**src/rtl/vga_pkg.sv**
```systemverilog
// Shared VGA timing defaults, pattern-mode encodings and frame-size helpers.
package vga_pkg;

    localparam int H_ACTIVE_DEF = 640;
    localparam int H_FP_DEF     = 16;
    localparam int H_SYNC_DEF   = 96;
    localparam int H_BP_DEF     = 48;
    localparam int V_ACTIVE_DEF = 480;
    localparam int V_FP_DEF     = 10;
    localparam int V_SYNC_DEF   = 2;
    localparam int V_BP_DEF     = 33;
    localparam int CLK_DIV_DEF  = 2;
    localparam int CH_W_DEF     = 1;
    localparam int CHK_LOG2_DEF = 5;
    localparam int CW_DEF       = 10;

    typedef enum logic [1:0] {
        MODE_BLACK = 2'd0,
        MODE_BARS  = 2'd1,
        MODE_CHECK = 2'd2,
        MODE_SOLID = 2'd3
    } mode_e;

    function automatic int h_total(input int active, input int fp, input int sync, input int bp);
        return active + fp + sync + bp;
    endfunction

    function automatic int v_total(input int active, input int fp, input int sync, input int bp);
        return active + fp + sync + bp;
    endfunction

endpackage

```
**src/rtl/vga_sync_counter.sv**
```systemverilog
// Pixel-clock divider plus horizontal/vertical position counters.
// tick is combinational: it marks the clk on which the counters advance.
module vga_sync_counter #(
    parameter int H_TOTAL = 800,
    parameter int V_TOTAL = 525,
    parameter int CLK_DIV = 2,
    parameter int CW      = 10
) (
    input  logic          clk,
    input  logic          reset,
    input  logic          en,
    output logic          tick,
    output logic [CW-1:0] h_cnt,
    output logic [CW-1:0] v_cnt
);

    localparam int DW = (CLK_DIV > 1) ? $clog2(CLK_DIV) : 1;

    logic [DW-1:0] div_q, div_d;
    logic [CW-1:0] h_q, h_d;
    logic [CW-1:0] v_q, v_d;

    assign tick  = en && (div_q == DW'(CLK_DIV - 1));
    assign h_cnt = h_q;
    assign v_cnt = v_q;

    always_comb begin
        div_d = div_q;
        h_d   = h_q;
        v_d   = v_q;
        if (en) begin
            div_d = tick ? '0 : div_q + 1'b1;
        end
        if (tick) begin
            if (h_q == CW'(H_TOTAL - 1)) begin
                h_d = '0;
                v_d = (v_q == CW'(V_TOTAL - 1)) ? '0 : v_q + 1'b1;
            end else begin
                h_d = h_q + 1'b1;
            end
        end
    end

    always_ff @(posedge clk) begin
        if (reset) begin
            div_q <= '0;
            h_q   <= '0;
            v_q   <= '0;
        end else begin
            div_q <= div_d;
            h_q   <= h_d;
            v_q   <= v_d;
        end
    end

endmodule

```
**src/rtl/vga_pattern_gen.sv**
```systemverilog
// VGA timing generator with registered sync/blanking decode and test patterns.
// Every output is registered one clk after the counter state it describes.
module vga_pattern_gen
    import vga_pkg::*;
#(
    parameter int   H_ACTIVE = H_ACTIVE_DEF,
    parameter int   H_FP     = H_FP_DEF,
    parameter int   H_SYNC   = H_SYNC_DEF,
    parameter int   H_BP     = H_BP_DEF,
    parameter int   V_ACTIVE = V_ACTIVE_DEF,
    parameter int   V_FP     = V_FP_DEF,
    parameter int   V_SYNC   = V_SYNC_DEF,
    parameter int   V_BP     = V_BP_DEF,
    parameter logic HS_POL   = 1'b0,
    parameter logic VS_POL   = 1'b0,
    parameter int   CLK_DIV  = CLK_DIV_DEF,
    parameter int   CH_W     = CH_W_DEF,
    parameter int   CHK_LOG2 = CHK_LOG2_DEF,
    parameter int   CW       = CW_DEF
) (
    input  logic              clk,
    input  logic              reset,
    input  logic              en,
    input  logic [1:0]        mode,
    input  logic [2:0]        sw,
    output logic              hsync,
    output logic              vsync,
    output logic              video_on,
    output logic [3*CH_W-1:0] rgb,
    output logic [CW-1:0]     pixel_x,
    output logic [CW-1:0]     pixel_y,
    output logic              pixel_tick,
    output logic              frame_end
);

    localparam int H_TOTAL = h_total(H_ACTIVE, H_FP, H_SYNC, H_BP);
    localparam int V_TOTAL = v_total(V_ACTIVE, V_FP, V_SYNC, V_BP);
    localparam int RGB_W   = 3 * CH_W;

    logic          tick;
    logic [CW-1:0] h_cnt, v_cnt;

    vga_sync_counter #(
        .H_TOTAL(H_TOTAL),
        .V_TOTAL(V_TOTAL),
        .CLK_DIV(CLK_DIV),
        .CW     (CW)
    ) u_sync (
        .clk  (clk),
        .reset(reset),
        .en   (en),
        .tick (tick),
        .h_cnt(h_cnt),
        .v_cnt(v_cnt)
    );

    mode_e             mode_q, mode_d;
    logic              hsync_q, hsync_d;
    logic              vsync_q, vsync_d;
    logic              video_on_q, video_on_d;
    logic [RGB_W-1:0]  rgb_q, rgb_d;
    logic [CW-1:0]     pixel_x_q, pixel_y_q;
    logic              pixel_tick_q, frame_end_q;
    logic              last_pix;
    logic [2:0]        bar_idx;
    logic [2:0]        colour;

    always_comb begin
        hsync_d = ((h_cnt >= CW'(H_ACTIVE + H_FP)) && (h_cnt < CW'(H_ACTIVE + H_FP + H_SYNC)))
                  ? HS_POL : ~HS_POL;
        vsync_d = ((v_cnt >= CW'(V_ACTIVE + V_FP)) && (v_cnt < CW'(V_ACTIVE + V_FP + V_SYNC)))
                  ? VS_POL : ~VS_POL;
        video_on_d = (h_cnt < CW'(H_ACTIVE)) && (v_cnt < CW'(V_ACTIVE));
        last_pix   = (h_cnt == CW'(H_TOTAL - 1)) && (v_cnt == CW'(V_TOTAL - 1));
        mode_d     = (tick && last_pix) ? mode_e'(mode) : mode_q;
    end

    // Threshold compare instead of x*8/H_ACTIVE keeps the bar index divider-free.
    always_comb begin
        bar_idx = 3'd0;
        for (int k = 1; k < 8; k++) begin
            if (h_cnt >= CW'(k * H_ACTIVE / 8)) begin
                bar_idx = 3'(k);
            end
        end
    end

    always_comb begin
        case (mode_q)
            MODE_BARS:  colour = bar_idx;
            MODE_CHECK: colour = {3{h_cnt[CHK_LOG2] ^ v_cnt[CHK_LOG2]}};
            MODE_SOLID: colour = sw;
            default:    colour = 3'd0;
        endcase
        rgb_d = video_on_d ? {{CH_W{colour[2]}}, {CH_W{colour[1]}}, {CH_W{colour[0]}}} : '0;
    end

    always_ff @(posedge clk) begin
        if (reset) begin
            mode_q       <= MODE_BLACK;
            hsync_q      <= ~HS_POL;
            vsync_q      <= ~VS_POL;
            video_on_q   <= 1'b0;
            rgb_q        <= '0;
            pixel_x_q    <= '0;
            pixel_y_q    <= '0;
            pixel_tick_q <= 1'b0;
            frame_end_q  <= 1'b0;
        end else begin
            mode_q       <= mode_d;
            pixel_tick_q <= tick;
            frame_end_q  <= tick && last_pix;
            if (en) begin
                hsync_q    <= hsync_d;
                vsync_q    <= vsync_d;
                video_on_q <= video_on_d;
                rgb_q      <= rgb_d;
                pixel_x_q  <= h_cnt;
                pixel_y_q  <= v_cnt;
            end
        end
    end

    assign hsync      = hsync_q;
    assign vsync      = vsync_q;
    assign video_on   = video_on_q;
    assign rgb        = rgb_q;
    assign pixel_x    = pixel_x_q;
    assign pixel_y    = pixel_y_q;
    assign pixel_tick = pixel_tick_q;
    assign frame_end  = frame_end_q;

endmodule

```
**config.mk**
```make
export PLATFORM = sky130hd
export DESIGN_NAME = vga_pattern_gen
export DESIGN_NICKNAME = d
export VERILOG_FILES = /design/src/rtl/vga_pkg.sv /design/src/rtl/vga_sync_counter.sv /design/src/rtl/vga_pattern_gen.sv
export SDC_FILE = /design/constraint.sdc
export NUM_CORES = 1
export LEC_CHECK = 0
export CAP_MARGIN = 20
export CORE_ASPECT_RATIO = 0.8
export CORE_MARGIN = 1.5
export CORE_UTILIZATION = 55
export DETAILED_ROUTE_END_ITERATION = 8
export GPL_TIMING_DRIVEN = 1
export PLACE_DENSITY_LB_ADDON = 0.12
export SETUP_SLACK_MARGIN = 0.1
export SLEW_MARGIN = 20
export SYNTH_ARGS = -nofsm -noshare
export SYNTH_HDL_FRONTEND = slang
export SYNTH_SLANG_ARGS = --single-unit
```
**constraint.sdc**
```tcl
create_clock -name clk -period 4.83 [get_ports clk]
set_input_delay 0.7245 -clock clk [delete_from_list [all_inputs] [get_ports clk]]
set_output_delay 0.7245 -clock clk [all_outputs]
set_load 0.05 [all_outputs]
```
==> results of run 1 <==
Yosys cell counts (all sizes together), types with 3 or more instances:
| cell type | instances | area share (%) |
|---|---|---|
| and3 | 6 | 1.6 |
| nor2 | 46 | 7.7 |
| mux2i | 21 | 9.0 |
| ha | 5 | 2.7 |
| dfxtp | 51 | 44 |
| nor3 | 6 | 1.3 |
| xnor2 | 9 | 3.4 |
| clkbuf | 12 | 1.9 |
| or3b | 3 | 1.2 |
| nand2 | 13 | 2.1 |
| o21ai | 7 | 1.5 |
| buf | 5 | 1.4 |
| nand2b | 7 | 1.9 |
| a21oi | 9 | 1.9 |
| inv | 7 | 1.1 |
| nand4 | 6 | 1.6 |
| nand3 | 8 | 1.7 |
| xor2 | 11 | 4.1 |
critical path, delay by kind of cell:
kind | cells | cell delay (ns)
simple gates | 5 | 1.35
buf+inv | 2 | 0.87
path summary, 6_finish.rpt:
path / from / endpoint / slack, ns
max reg2reg: u_sync.h_cnt[6]$_SDFFE_PP0P_ / u_sync.v_cnt[7]$_SDFFE_PP0P_ / 2.61
max: en / u_sync.v_cnt[7]$_SDFFE_PP0P_ / 2.07
min reg2reg: pixel_y[0]$_SDFFE_PP0P_ / pixel_y[0]$_SDFFE_PP0P_ / 0.47
min: pixel_y[0]$_SDFFE_PP0P_ / pixel_y[0]$_SDFFE_PP0P_ / 0.47
power by group through the flow:
stage | clock (mW) | combinational [mW] | sequential (mW)
global route | 0.263 | 0.0388 | 0.427
finish | 0.238 | 0.0364 | 0.426
global placement | 0 | 0.0361 | 0.436
CTS | 0.245 | 0.0365 | 0.426
detailed placement | 0 | 0.0365 | 0.436
floorplan | 0 | 0.0198 | 0.440
registers in the layout, indices dropped and copies added (netlist names), 2 cells and up:
signal,count
u_sync.v_cnt,10
pixel_y,10
u_sync.h_cnt,10
pixel_x,10
rgb,3
mode_q,2
per-layer routing:
metal	track usage, %	vias to the layer above
met1	33.6	865
met4	6.89	0
li1	-	937
met2	32.0	41
met3	4.58	5
met5	0	-
through the flow:
stage | setup slack (ns) | instance area [um2]
3_3_place_gp | 1.85 | 2690
6_report | 2.07 | 2770
4_1_cts | 2.09 | 2770
2_1_floorplan | 2.88 | 2330
3_5_place_dp | 1.78 | 2690
5_1_grt | 1.96 | 2770
kinds of logic (layout without fill, tap and decap cells):
logic type      after synthesis  in the layout  share of synthesized area, %
buf+inv                      24             51                          4.45
flops                        51             51                          43.8
fa+ha+maj                     6              6                          3.11
xor+xnor                     20             20                          7.51
mux                          22             22                          9.49
compound gates               30             30                          8.36
simple gates                107            107                          23.3
cell type report:
type	instances	area, um2	area share, %
tap	55	68.8	2.48
sequential	51	1020	36.8
multi-input combinational	185	1210	43.6
clock buffer	5	68.8	2.48
clock inverter	2	13.8	0.496
inverter	7	26.3	0.948
timing repair buffer	37	365	13.2
==> metrics.md, run 1 <==
| Metric | Value |
|---|---|
| Met3 Routed Length | 214 um |
| Status | finished clean |
| Wire per inst | about 14 um |
| Slowest CP cell | or4_1 |
| Slew HR | a little under three fifths |
| # hold bufs at CTS | 0 |
| Endpoints failing hold | 0 |
| RSZ-0062 raised after global routing | false |
| Fraction of layout cells with a size suffix above 1 | under 10% |
| Worst-skew pair later-pin latency | around 0.30 ns |
| Slew Viols, Final | 0 |
| Critical path peak fanout | 34 |
| Critical Path Max Stage Delay | 0.60 ns |
| Overall Power | 700 uW |
| Placed instance count | 335 |
| Hold Crit Class | flop to flop |
| Worst Path Required | 5.02 ns |
| # diodes | 0 |
| Vias in the first global route | between 1500 and 2000 |
| Initial Util | 59.4% |
| Worst-margin pin slew | 0.669 ns |
| R2R depth | 5 |
| Clock power share | 34.0% |
| Syn avg cell area | ~9 um2 |
| First-pass GRT wire length | about 7700 um |
| Register area share after synthesis | approximately 44% |
| Die W | 75.8 um |
| DPL Wire Length | 3170 um |
| CTS Root Cell | clkbuf_8 |
| Ys flop type | dfxtp_1 |
| Routed WL | around 4700 um |
| Seq pwr share | between 60 and 70% |
| WHS Path Cells | 2 |
| Most common cell after layout, fill and taps aside | dfxtp_1 |
| Net Switching | 163 uW |
| Post-synthesis register bit count | 51 |
| H-tree levels | 2 |
| Crit share post-route | 57.1% |
| Startpoint Class | input pin |
| Row cnt | 20 |
| Clock transition at path regs | 0.09 ns |
| Ys async rst share | 0% |
| Setup total negative slack | 0 ns |
| Vert. Die Dim | 61.3 um |
| Vias per inst | 5.40 |
| Syn Inst Count | 260 |
| Setup bufs post-CTS | 0 |
| Max Cap Viol | 0 |
| Die ar. | between 0.004 and 0.005 mm2 |
| VDD IR max | 0.172 mV |
| CP Data Arrival Time | between 2 and 3 ns |
| Clk buf depth | 2 |
| Top layer used by detailed routing | met4 |
| GRT Overall Usage | between 20% and 30% |
| Fin cells | 342 |
| Post-synth EDFFs | 0 |
| Final setup violation count | 0 |
| Clock Sinks | 51 |
| Pwr dens | 253 mW/mm2 |
| Fill count | 344 |
| Sw frac | between 20% and 30% |
| Post-Syn Area | approximately 0.0023 mm2 |
| IO buf count | 35 |
| CTS resizes | 0 |
| Fmax | approximately 360 MHz |
| CP Cell Sequence | clkdlybuf4s50_1 > buf_4 > nand3_1 > or4_1 > nor2_4 > or2_2 > nor2_1 |
| Layout net count | 300 |
| DR pass1 iterations | 4 |
| Leak Pwr | slightly above 1 nW |
| Post-synth cell types | 45 |
| Largest net degree at the start of global routing | 40 |
| P_int | between 500 and 600 uW |
| Combinational power share | 5.2% |
| Number of remaining DRC errors | 0 |
| Detailed-route via count | about 1800 |
| Syn Nets | 273 |
| Worst hold margin | 0.473 ns |
| Core Area | between 0.003 and 0.004 mm2 |
| Syn-to-layout area delta | 18.8% |
| Routed Antenna Nets | 0 |
| Setup crit end kind | flop |
| Total CTS buffers | 5 |
| DR iter-0 viols | about 140 |
| WS Path Type | input pin to flop |
| GPL Wtd Cong | 0.816 |
| WL met1 | roughly 2500 um |
| GRT Residual Overflow | 0 |
| Total I/O pin count | 36 |
| Final core utilization | a little over two thirds |
| Met2 routed WL | between 1500 and 2000 um |
| Ys Warns | 0 |
| Initial antenna violation count | 0 |
| Clock skew | 0.00598 ns |
| Most frequent cells in the layout | dfxtp_1, nor2_1, clkdlybuf4s50_1 |
| CTS tree | done |
| Crit path time final | 2.76 ns |
(Power assumes the default switching activity.)
==> run 2: changes to the inputs <==
--- a/config.mk
+++ b/config.mk
@@ -8,7 +8,7 @@
 export CAP_MARGIN = 20
 export CORE_ASPECT_RATIO = 0.8
 export CORE_MARGIN = 1.5
-export CORE_UTILIZATION = 55
+export CORE_UTILIZATION = 53
 export DETAILED_ROUTE_END_ITERATION = 8
 export GPL_TIMING_DRIVEN = 1
 export PLACE_DENSITY_LB_ADDON = 0.12
==> constraint.sdc (replaced) <==
create_clock -name clk -period 2.6 [get_ports clk]
set_input_delay 0.39 -clock clk [delete_from_list [all_inputs] [get_ports clk]]
set_output_delay 0.39 -clock clk [all_outputs]
set_load 0.05 [all_outputs]
==> run 2 against run 1 <==
Die area increased by 3.6%. Power is 90% higher. Critical endpoint is now u_sync.v_cnt[8]$_SDFFE_PP0P_. Clock power is 98% higher. Largest cell class unchanged. Final area rose by 1.4%. First-iteration DRC count decreased by 47%.
==> metrics.md, run 2 (synthesis results as in run 1) <==
| Metric | Value |
|---|---|
| Status | finished clean (unchanged) |
| Startpoint Class | flop (was input pin) |
| Layout net count | 303 (was 300) |
| Vias in the first global route | 1745 (was 1622) |
| Die ar. | 0.00481 mm2 (was 0.00465 mm2) |
| Crit path time final | 2.21 ns |
| Fraction of layout cells with a size suffix above 1 | 6.53% (was 5.57%) |
| Pwr dens | 474 mW/mm2 (was 253 mW/mm2) |
| IO buf count | 35 (unchanged) |
| First-pass GRT wire length | 8330 um (was 7730 um) |
| Worst-skew pair later-pin latency | 0.30 ns (about the same) |
| Crit Reg-Reg Startpoint | u_sync.h_cnt[9]$_SDFFE_PP0P_ (was u_sync.h_cnt[6]$_SDFFE_PP0P_) |
| Syn-to-layout area delta | 20.4% (was 18.8%) |
| VDD IR max | 0.245 mV (was 0.172 mV) |
| Slew Viols, Final | 0 (unchanged) |
| Core Area | 0.00420 mm2 (was 0.00393 mm2) |
| Routed WL | 4800 um (was 4660 um) |
| Row cnt | 21 (was 20) |
| Most frequent cells in the layout | dfxtp_1, nor2_1, clkdlybuf4s50_1 (unchanged) |
| Detailed-route via count | 1903 (was 1848) |
| Max Cap Viol | 0 (unchanged) |
| CTS tree | done (unchanged) |
| CP Data Arrival Time | 2.40 ns (was 2.95 ns) |
| Most common cell after layout, fill and taps aside | dfxtp_1 (unchanged) |
| Worst Path Required | 2.80 ns (was 5.02 ns) |
| Slew HR | 56.7% (was 55.0%) |
| Total I/O pin count | 36 (unchanged) |
| # hold bufs at CTS | 0 (unchanged) |
| Vias per inst | 5.47 (was 5.40) |
| Number of remaining DRC errors | 0 (unchanged) |
| CTS Root Cell | clkbuf_8 (unchanged) |
| R2R depth | 5 (unchanged) |
| Fmax | 453 MHz |
| CTS resizes | 0 (unchanged) |
| Initial antenna violation count | 0 (unchanged) |
| GRT Overall Usage | 21.7% (was 22.3%) |
| Initial Util | 55.5% (was 59.4%) |
| WHS Path Cells | 2 (unchanged) |
| Clock transition at path regs | 0.09 ns (about the same) |
| Routed Antenna Nets | 0 (unchanged) |
| Worst-margin pin slew | 0.645 ns (was 0.669 ns) |
| Clock Sinks | 51 (unchanged) |
| Crit share post-route | 84.9% |
| CP Cell Sequence | or3b_4 > or4_1 > nor2_4 > or2_2 > nor2_1 (was clkdlybuf4s50_1 > buf_4 > nand3_1 > or4_1 > nor2_4 > or2_2 > nor2_1) |
| DPL Wire Length | 3350 um (was 3170 um) |
| Dpl ws | 0.347 ns (was 1.78 ns) |
| Hold Crit Start | vsync$_SDFFE_PP1P_ (was pixel_y[0]$_SDFFE_PP0P_) |
| Endpoints failing hold | 0 (unchanged) |
| Worst Setup Slack, final | 0.392 ns (was 2.07 ns) |
| DR iter-0 viols | 72 (was 136) |
| Wire per inst | 13.8 um (was 13.6 um) |
| # diodes | 0 (unchanged) |
| H-tree levels | 2 (unchanged) |
| Total CTS buffers | 5 (unchanged) |
| RSZ-0062 raised after global routing | false (unchanged) |
| Setup crit end kind | flop (unchanged) |
| Leak Pwr | 1.04 nW (was 1.02 nW) |
| Largest net degree at the start of global routing | 33 (was 40) |
| WS Path Type | flop to flop (was input pin to flop) |
| Vert. Die Dim | 62.4 um (was 61.3 um) |
| Final setup violation count | 0 (unchanged) |
| Slowest CP cell | or4_1 (unchanged) |
| Setup total negative slack | 0 ns (unchanged) |
| Setup bufs post-CTS | 0 (unchanged) |
| Critical Path Max Stage Delay | 0.68 ns (was 0.60 ns) |
| Hold Crit Class | flop to flop (unchanged) |
| Clock skew | 0.00398 ns (was 0.00598 ns) |
| GPL Wtd Cong | 0.848 (was 0.816) |
| Critical path peak fanout | 9 (was 34) |
| Worst Setup SP | u_sync.h_cnt[9]$_SDFFE_PP0P_ (was en) |
| GRT Residual Overflow | 0 (unchanged) |
| DR pass1 iterations | 4 (unchanged) |
| Die W | 77.2 um (was 75.8 um) |
| Clk buf depth | 2 (unchanged) |
[run 2: critical path: cells and delay by family, from the launching register on]
family           cells  cell delay, ns
flip-flops           1            0.52
AND/OR/NAND/NOR      5            1.58
[run 2: power breakdown]
group          switching [mW]  internal (mW)
clock                   0.254          0.218
sequential            0.00646          0.786
combinational          0.0397         0.0290
total                   0.300           1.03
[run 2: metal layers]
| metal | wire length, um | share of wire [%] | global-route usage (%) |
|---|---|---|---|
| met5 | 0 | 0 | 0 |
| met4 | 65 | 1.4 | 7.73 |
| met3 | 204 | 4.3 | 4.71 |
| met2 | 1990 | 42 | 30.2 |
| met1 | 2530 | 53 | 32.6 |
[run 2: worst paths after layout]
check                                 endpoint  slack, ns
setup / recovery  u_sync.v_cnt[8]$_SDFFE_PP0P_       0.39
hold / removal              vsync$_SDFFE_PP1P_       0.49
setup reg to reg  u_sync.v_cnt[8]$_SDFFE_PP0P_       0.39
hold reg to reg             vsync$_SDFFE_PP1P_       0.49
[run 2: layout make-up]
| class | count | area, um2 |
|---|---|---|
| clock buffers | 7 | 86.3 |
| well taps | 57 | 71.3 |
| multi-input cells | 185 | 1210 |
| inverters | 7 | 26.3 |
| repair buffers | 40 | 388 |
| fillers | 363 | 1390 |
| flip-flops and latches | 51 | 1020 |
| clock inverters | 1 | 8.76 |
[run 2: metrics by stage]
step	hold WS [ns]	instance area, um2	util, %	cells	power [mW]
2_1_floorplan	0.490	2330	-	260	0.854
3_3_place_gp	0.473	2720	64.6	340	0.879
3_5_place_dp	0.472	2720	64.6	340	0.879
4_1_cts	0.494	2810	66.8	348	1.34
5_1_grt	0.516	2810	66.8	348	1.39
6_report	0.488	2810	66.8	348	1.33
